==> src/rtl/util_iic_slave.sv <==
// util_iic_slave: I2C target with an 8-bit register pointer and one-clk register read/write strobes.
module util_iic_slave #(
  parameter logic [6:0] SLAVE_ADDR = 7'h50,
  parameter int         FILTER_LEN = 3
) (
  input  logic       clk,
  input  logic       rstn,
  input  logic       scl_i,
  input  logic       sda_i,
  output logic       sda_o,
  output logic       sda_t,
  output logic       reg_wr_en,
  output logic       reg_rd_en,
  output logic [7:0] reg_addr,
  output logic [7:0] reg_wdata,
  input  logic [7:0] reg_rdata,
  output logic       busy
);
  localparam int CW = $clog2(FILTER_LEN + 1);
  localparam logic [CW-1:0] CMAX = CW'(FILTER_LEN - 1);
  typedef enum logic [3:0] {IDLE, ADDR, ADDR_ACK, PTR, PTR_ACK, WDATA, WACK, RDATA, RACK, IGNORE} state_t;
  logic [1:0]         s1_q, s2_q, f_q, p_q;
  logic [1:0][CW-1:0] cnt_q;
  state_t             state_q;
  logic [3:0]         bit_cnt_q;
  logic [7:0]         shift_q, ptr_q, addr_q, wdata_q;
  logic [6:0]         tx_q;
  logic               rw_q, ld_q, sda_t_q, wr_q, rd_q, busy_q;
  logic               scl_rise, scl_fall, start_c, stop_c, byte_done;
  // Bit 0 carries SCL, bit 1 carries SDA through synchroniser and glitch filter.
  always_ff @(posedge clk or negedge rstn) begin
    if (!rstn) begin
      s1_q  <= 2'b11;
      s2_q  <= 2'b11;
      f_q   <= 2'b11;
      p_q   <= 2'b11;
      cnt_q <= '0;
    end else begin
      s1_q <= {sda_i, scl_i};
      s2_q <= s1_q;
      p_q  <= f_q;
      for (int i = 0; i < 2; i++) begin
        if (s2_q[i] == f_q[i]) cnt_q[i] <= '0;
        else if (cnt_q[i] == CMAX) begin
          f_q[i]   <= s2_q[i];
          cnt_q[i] <= '0;
        end else cnt_q[i] <= cnt_q[i] + 1'b1;
      end
    end
  end
  assign scl_rise  = f_q[0] & ~p_q[0];
  assign scl_fall  = ~f_q[0] & p_q[0];
  assign start_c   = f_q[0] & p_q[0] & p_q[1] & ~f_q[1];
  assign stop_c    = f_q[0] & p_q[0] & ~p_q[1] & f_q[1];
  assign byte_done = bit_cnt_q == 4'd8;
  always_ff @(posedge clk or negedge rstn) begin
    if (!rstn) begin
      state_q   <= IDLE;
      bit_cnt_q <= '0;
      shift_q   <= '0;
      tx_q      <= '0;
      ptr_q     <= '0;
      rw_q      <= 1'b0;
      ld_q      <= 1'b0;
      sda_t_q   <= 1'b1;
      wr_q      <= 1'b0;
      rd_q      <= 1'b0;
      addr_q    <= '0;
      wdata_q   <= '0;
      busy_q    <= 1'b0;
    end else begin
      wr_q <= 1'b0;
      rd_q <= 1'b0;
      ld_q <= rd_q;
      if (scl_rise) begin
        shift_q   <= {shift_q[6:0], f_q[1]};
        bit_cnt_q <= bit_cnt_q + 1'b1;
      end
      if (start_c) begin
        state_q   <= ADDR;
        bit_cnt_q <= '0;
        sda_t_q   <= 1'b1;
        busy_q    <= 1'b1;
        ld_q      <= 1'b0;
      end else if (stop_c) begin
        state_q <= IDLE;
        sda_t_q <= 1'b1;
        busy_q  <= 1'b0;
        ld_q    <= 1'b0;
      end else if (ld_q && state_q == RDATA) begin
        // Read data arrives one clk after the strobe; bit 7 goes out immediately.
        tx_q    <= reg_rdata[6:0];
        sda_t_q <= reg_rdata[7];
      end else if (scl_fall) begin
        case (state_q)
          ADDR: if (byte_done) begin
            bit_cnt_q <= '0;
            rw_q      <= shift_q[0];
            if (shift_q[7:1] == SLAVE_ADDR) begin
              sda_t_q <= 1'b0;
              state_q <= ADDR_ACK;
            end else begin
              state_q <= IGNORE;
              busy_q  <= 1'b0;
            end
          end
          ADDR_ACK: begin
            sda_t_q   <= 1'b1;
            bit_cnt_q <= '0;
            state_q   <= rw_q ? RDATA : PTR;
            rd_q      <= rw_q;
            if (rw_q) addr_q <= ptr_q;
          end
          PTR: if (byte_done) begin
            ptr_q     <= shift_q;
            sda_t_q   <= 1'b0;
            bit_cnt_q <= '0;
            state_q   <= PTR_ACK;
          end
          PTR_ACK: begin
            sda_t_q   <= 1'b1;
            bit_cnt_q <= '0;
            state_q   <= WDATA;
          end
          WDATA: if (byte_done) begin
            wr_q      <= 1'b1;
            addr_q    <= ptr_q;
            wdata_q   <= shift_q;
            sda_t_q   <= 1'b0;
            bit_cnt_q <= '0;
            state_q   <= WACK;
          end
          WACK: begin
            sda_t_q   <= 1'b1;
            ptr_q     <= ptr_q + 8'd1;
            bit_cnt_q <= '0;
            state_q   <= WDATA;
          end
          RDATA: if (byte_done) begin
            sda_t_q   <= 1'b1;
            bit_cnt_q <= '0;
            state_q   <= RACK;
          end else begin
            sda_t_q <= tx_q[6];
            tx_q    <= {tx_q[5:0], 1'b1};
          end
          // shift_q[0] holds the master's ACK bit sampled on the preceding rise.
          RACK: if (shift_q[0]) state_q <= IGNORE;
          else begin
            ptr_q     <= ptr_q + 8'd1;
            addr_q    <= ptr_q + 8'd1;
            rd_q      <= 1'b1;
            bit_cnt_q <= '0;
            state_q   <= RDATA;
          end
          default: ;
        endcase
      end
    end
  end
  assign sda_o     = 1'b0;
  assign sda_t     = sda_t_q;
  assign reg_wr_en = wr_q;
  assign reg_rd_en = rd_q;
  assign reg_addr  = addr_q;
  assign reg_wdata = wdata_q;
  assign busy      = busy_q;
endmodule

==> config.mk <==
export PLATFORM = sky130hd
export DESIGN_NAME = util_iic_slave
export DESIGN_NICKNAME = d
export VERILOG_FILES = /design/src/rtl/util_iic_slave.sv
export SDC_FILE = /design/constraint.sdc
export NUM_CORES = 1
export LEC_CHECK = 0
export CAP_MARGIN = 20
export CELL_PAD_IN_SITES_DETAIL_PLACEMENT = 1
export CELL_PAD_IN_SITES_GLOBAL_PLACEMENT = 2
export CORE_MARGIN = 5
export CORE_UTILIZATION = 39
export CTS_CLUSTER_SIZE = 16
export DETAILED_ROUTE_END_ITERATION = 10
export GPL_TIMING_DRIVEN = 0
export PLACE_DENSITY = 0.81
export SLEW_MARGIN = 20
export SYNTH_ARGS = -nofsm -noshare
export SYNTH_HDL_FRONTEND = slang
export SYNTH_SLANG_ARGS = --single-unit
==> constraint.sdc <==
create_clock -name clk -period 5 [get_ports clk]
set_input_delay 1 -clock clk [delete_from_list [all_inputs] [get_ports clk]]
set_output_delay 1 -clock clk [all_outputs]
set_load 0.02 [all_outputs]
# [Word-level counts from Yosys, hierarchy flattened]
# Index checks and enable logic that the tools add are counted.
# Widths: inputs -> output; s select.
[word_totals] reg_bits=65 inputBits=12 output_inout_bits=21 elab_cells=157
[op_classes] addsub=4 n_eq_ne=28 n_mux=64 bitwise=16 n_reduce_logical=25
[ops] cell="$mux 4" count=17
[ops] cell="$pmux 8 s3" count=2
[ops] cell="$mux 8" count=4
[ops] cell="$mux 1" count=28
[ops] cell="$mux 7" count=4
[ops] cell="$pmux 4 s7" count=1
[ops] cell="$eq 4x3->1 const B" count=4
[ops] cell="$ne 4x4->1 const B" count=4
[ops] cell="$reduce_and 5->1" count=3
[ops] cell="$reduce_bool 3->1" count=5
[ops] cell="$reduce_and 7->1" count=2
[ops] cell="$pmux 4 s3" count=1
[ops] cell="$reduce_and 6->1" count=2
[ops] cell="$ne 5x5->1 const B" count=2
[ops] cell="$not 1->1" count=9
[ops] cell="$reduce_bool 9->1" count=1
[ops] cell="$add 8x1->8 const B" count=1
[ops] cell="$eq 4x2->1 const B" count=2
[ops] cell="$eq 4x4->1 const B" count=2
[ops] cell="$mux 2" count=4
[ops] cell="$ne 2x2->1 const B" count=4
[ops] cell="$reduce_and 8->1" count=1
[ops] cell="$and 1x1->1" count=7
[ops] cell="$eq 7x7->1 const B" count=1
[ops] cell="19 further kinds" count=26

# [Logic depth before layout (Yosys ltp)]
[depth] ltp_word=9 depth_mapped=8 mapped_depth_nobuf=7

# [Least setup slack after synthesis]
# No wires, ideal clock.
[synth_timing] path_type="register to register" startpoint="reg state_q[2]" endpoint="reg state_q[3]" setup_time_ns=0.078 t_arrival_ns=1.840 t_required_ns=4.922 setup_slack_ns=3.082 stages_incl_launch_ff=7 path_buffers=2 synth_period_minus_slack_ns=1.918 cell_sequence="dfrtp_1 -> buf_6 -> or4b_4 -> buf_6 -> o211a_1 -> or4_1 -> a21oi_1"
[synth_between] elab_chain_cells=7 elab_cells_between_ends=22 cone_classes="eq/ne (13); mux (5); reduce/logical (4)"
[synth_lines] item="start: declaration" line="24" text="state_t state_q;"
[synth_lines] item="start signal: assignment" line="110" text="state_q <= rw_q ? RDATA : PTR;"
[synth_lines] item="$eq 4x3->1" line="95" text="case (state_q)"
[synth_lines] item="$reduce_or 2->1 (no line)"
[synth_lines] item="$pmux 4 s7" line="95"
[synth_lines] item="$mux 4" line="94" text="end else if (scl_fall) begin"
[synth_lines] item="$mux 4" line="90" text="end else if (ld_q && state_q == RDATA) begin"
[synth_lines] item="$mux 4" line="85" text="end else if (stop_c) begin"
[synth_lines] item="$mux 4" line="79" text="if (start_c) begin"
# Several ways; a longest one is shown, not always the timed one. The select of a mux whose other input is x is not followed.
# A chain may end at the register's enable or synchronous reset.

# [Worst setup path in the final report]
[layout_timing] startpoint="reg sda_t_q (netlist: sda_t)" endpoint="out sda_t"
[layout_lines] item="start: declaration" line="28" text="logic rw_q, ld_q, sda_t_q, wr_q, rd_q, busy_q;"
[layout_lines] item="start signal: assignment" line="93" text="sda_t_q <= reg_rdata[7];"
[layout_lines] item="start signal: assignment" line="144" text="sda_t_q <= tx_q[6];"
[layout_lines] item="end: declaration" line="11" text="output logic sda_t,"
# No word-level cell between the ends.

==> results by group <==
Drt
  – DR DRC count: 0
  – DR pass1 iterations: 4
  – Final ANT Viol Nets: 0
  – Wire length per cell after detailed routing: 16.19 um
  – Total via count in the routed design: 2488
  – Total Routed Length: 7.607 mm
  – Via-per-instance ratio: 5.294
  – Detailed router's first-iteration violation count: 105

Setup path
  – Kind of cell with the highest combined delay on the critical path: buffers and inverters
  – Category of the most critical setup path: reg -> out
  – CP bufs+invs: 1
  – Biggest fanout along the worst timing path: 2
  – Crit path capture type: output pin
  – Sequence of cells on the critical path: clkdlybuf4s50_1
  – Worst path arrival time: 1.47 ns
  – Worst path required time: 4.00 ns
  – Stage delay of the slowest cell on the critical path: 0.60 ns
  – Kind of start point of the critical path: flop
  – Cell with the largest stage delay on the worst path: clkdlybuf4s50_1

STA
  – Share of the clock period used by the worst path: 0.4946
  – RSZ-0062 raised after global routing: no
  – Count of pins over their slew limit: 0
  – Final worst hold slack: 0.3584 ns
  – Endpoints failing setup: 0
  – Maximum clock frequency: 404.4 MHz
  – Period minus WS final: 2.473 ns
  – Max_slew headroom: 0.5736
  – Hold violation count in the final report: 0
  – Slew @ Worst Pin: 0.6235 ns
  – Setup Skew: 0.01177 ns
  – Total negative slack for setup checks: 0 ns

Logic synthesis
  – Post-Syn Area per Cell: 10.24 sq um
  – Synthesized net count: 332
  – Fraction of post-synthesis cell area in the top cell type by area: 0.4318
  – Most used flip-flop cell after synthesis: dfrtp_1
  – Flip-flop and latch count after synthesis: 65
  – Combined area of all synthesized cells: 3246 sq um
  – Commonest cells in the netlist: dfrtp_1, nand2_1, nor2_1, o21ai_0, mux2_2
  – Biggest area contributors in the synthesized netlist: dfrtp_1, dfstp_2, mux2_2
  – Most area-hungry cell type in the Yosys netlist: dfrtp_1
  – Seq/Total Area, Yosys: 0.5046
  – Library cells used by synthesis: 55
  – Fraction of registers with async set or reset after synthesis: 1.000
  – Number of enable flip-flop cells after synthesis: 0
  – Synthesis warning total: 0
  – Top-count cell post-synth: dfrtp_1
  – Syn Inst Count: 317

Cells and area
  – Layout-stage area growth over the synthesis result: 19.93%
  – Number of inserted diodes: 0
  – Fillers: 936
  – Share of final-layout standard cells stronger than drive strength 1: 0.1726
  – Post-layout nets: 375
  – Final instance count without filler cells: 470

Worst hold path
  – Tightest Hold Check Type: reg -> reg

Die
  – Die width: 101.2 um
  – Core area: 8175 sq um
  – IO Count: 33
  – Height of the die: 101.2 um
  – Initial Utilization: 0.3970
  – Number of placement rows: 33
  – Die Footprint: 10250 sq um

Clock tree
  – CTS tree: done
  – Number of clock sinks seen by CTS: 65
  – Root buffer cell: clkbuf_8
  – Post-CTS clock slew at the launch and capture registers of the worst setup and hold paths: 0.07 ns
  – Number of hold-repair buffers added at the cts stage: 0
  – Post CTS Setup Buffer Count: 0
  – Clock latency on the worst-skew pair: 0.35 ns
  – Bufs on Longest Clock Path: 2
  – Number of H-tree levels: 3
  – Number of buffers created by CTS: 9
  – Number of gates resized after cts: 0

Power
  – Leakage power total: 1.659 nW
  – Largest voltage drop on the vdd net: 0.2145 mV
  – Pwr per Cell Area: 531.2 nW/um^2

Global routing
  – Aggregate global routing overflow: 0
  – Largest net degree at the start of global routing: 40
  – Overall fraction of global-route tracks in use: 0.1604
  – Initial antenna violation count: 0
  – First-pass GRT wire length: 12.99 mm
  – Number of global-route vias before repair: 2597

Job
  – Max-Cap Viols: 0

Placement
  – Buffers on Ports: 31
  – Instance count after placement with tap cells included: 454
  – Estimated wirelength of the detail-placed design: 5.456 mm
  – Global placement routability congestion: 0.8017

Outcome
  – Status: finished clean
## cells in the final DEF (no fill, tap or decap), drive strengths merged, types with 5 or more instances in the layout
| cell type | Yosys | layout |
|---|---|---|
| a21oi | 16 | 16 |
| and3 | 5 | 5 |
| buf | 11 | 13 |
| clkbuf | 8 | 18 |
| clkdlybuf4s50 | 0 | 30 |
| dfrtp | 56 | 56 |
| dfstp | 9 | 9 |
| inv | 9 | 9 |
| mux2 | 20 | 20 |
| mux2i | 8 | 8 |
| nand2 | 29 | 29 |
| nand3 | 9 | 9 |
| nor2 | 28 | 28 |
| nor2b | 8 | 8 |
| nor3 | 8 | 8 |
| o21ai | 27 | 27 |
| xnor2 | 9 | 9 |
## logic make-up after synthesis
group | after synthesis | synth area share
and+or+nand+nor | 110 | 0.1800
AOI/OAI and AO/OA | 69 | 0.1307
DFF | 65 | 0.5046
muxes | 28 | 0.09407
buffers and inverters | 28 | 0.04279
xor gates and xnor gates | 13 | 0.03508
adders and majority gates | 3 | 0.01157
other | 1 | 0.001155
## path summary, 6_finish.rpt
path,start,to,slack [ns],cells after the start
max,sda_t,sda_t,2.53,1
min,s1_q[0],s2_q[0],0.36,0
max reg2reg,bit_cnt_q[0],state_q[1],2.59,7
min reg2reg,s1_q[0],s2_q[0],0.36,0
max in group asynchronous,rstn,s2_q[1],3.87,2
min in group asynchronous,rstn,cnt_q[1],0.56,1
## layer usage
metal	global-route usage	vias up	wire length (um)	share of wire
met5	0	-	0	0
met1	0.2322	1238	3827	0.50
met3	0.03099	10	295	0.039
li1	-	1198	-	-
met2	0.2364	42	3380	0.44
met4	0.06339	0	104	0.014
## state kept, by name, summed over array words and instances, names as in the netlist
signal,cells
s1_q,2
ld_q,1
reg_wdata,8
rw_q,1
f_q,2
s2_q,2
cnt_q,4
p_q,2
ptr_q,8
tx_q,7
bit_cnt_q,4
sda_t,1
reg_rd_en,1
reg_wr_en,1
reg_addr,8
state_q,4
shift_q,8
busy,1
## cell type report
type	instances	area, sq um	area share
flip-flops and latches	65	1638	0.4208
multi-input cells	224	1469	0.3774
repair buffers	32	327.8	0.08422
well taps	105	131.4	0.03375
clock buffers	10	127.6	0.03279
plain buffers	19	105.1	0.02700
clock inverters	6	60.06	0.01543
inverters	9	33.78	0.008679
## where the power goes
part / leakage, nW / switching (mW) / internal (mW) / total (mW)
clock network: 0.0920 / 0.205 / 0.228 / 0.433
logic: 0.760 / 0.431 / 0.351 / 0.782
registers: 0.808 / 0.153 / 0.700 / 0.853
total: 1.66 / 0.789 / 1.28 / 2.07
## metrics by stage
stage | setup slack [ns] | power, mW | util | area (sq um)
after floorplan | 3.082 | 1.383 | - | 3246
after global placement | 0.7149 | 1.616 | 0.4510 | 3687
after detailed placement | 2.688 | 1.648 | 0.4532 | 3705
after CTS | 2.501 | 2.095 | 0.4761 | 3892
after global routing | 2.390 | 2.227 | 0.4761 | 3892
final | 2.527 | 2.068 | 0.4761 | 3892
No activity file was read; power rests on OpenSTA's default activity.
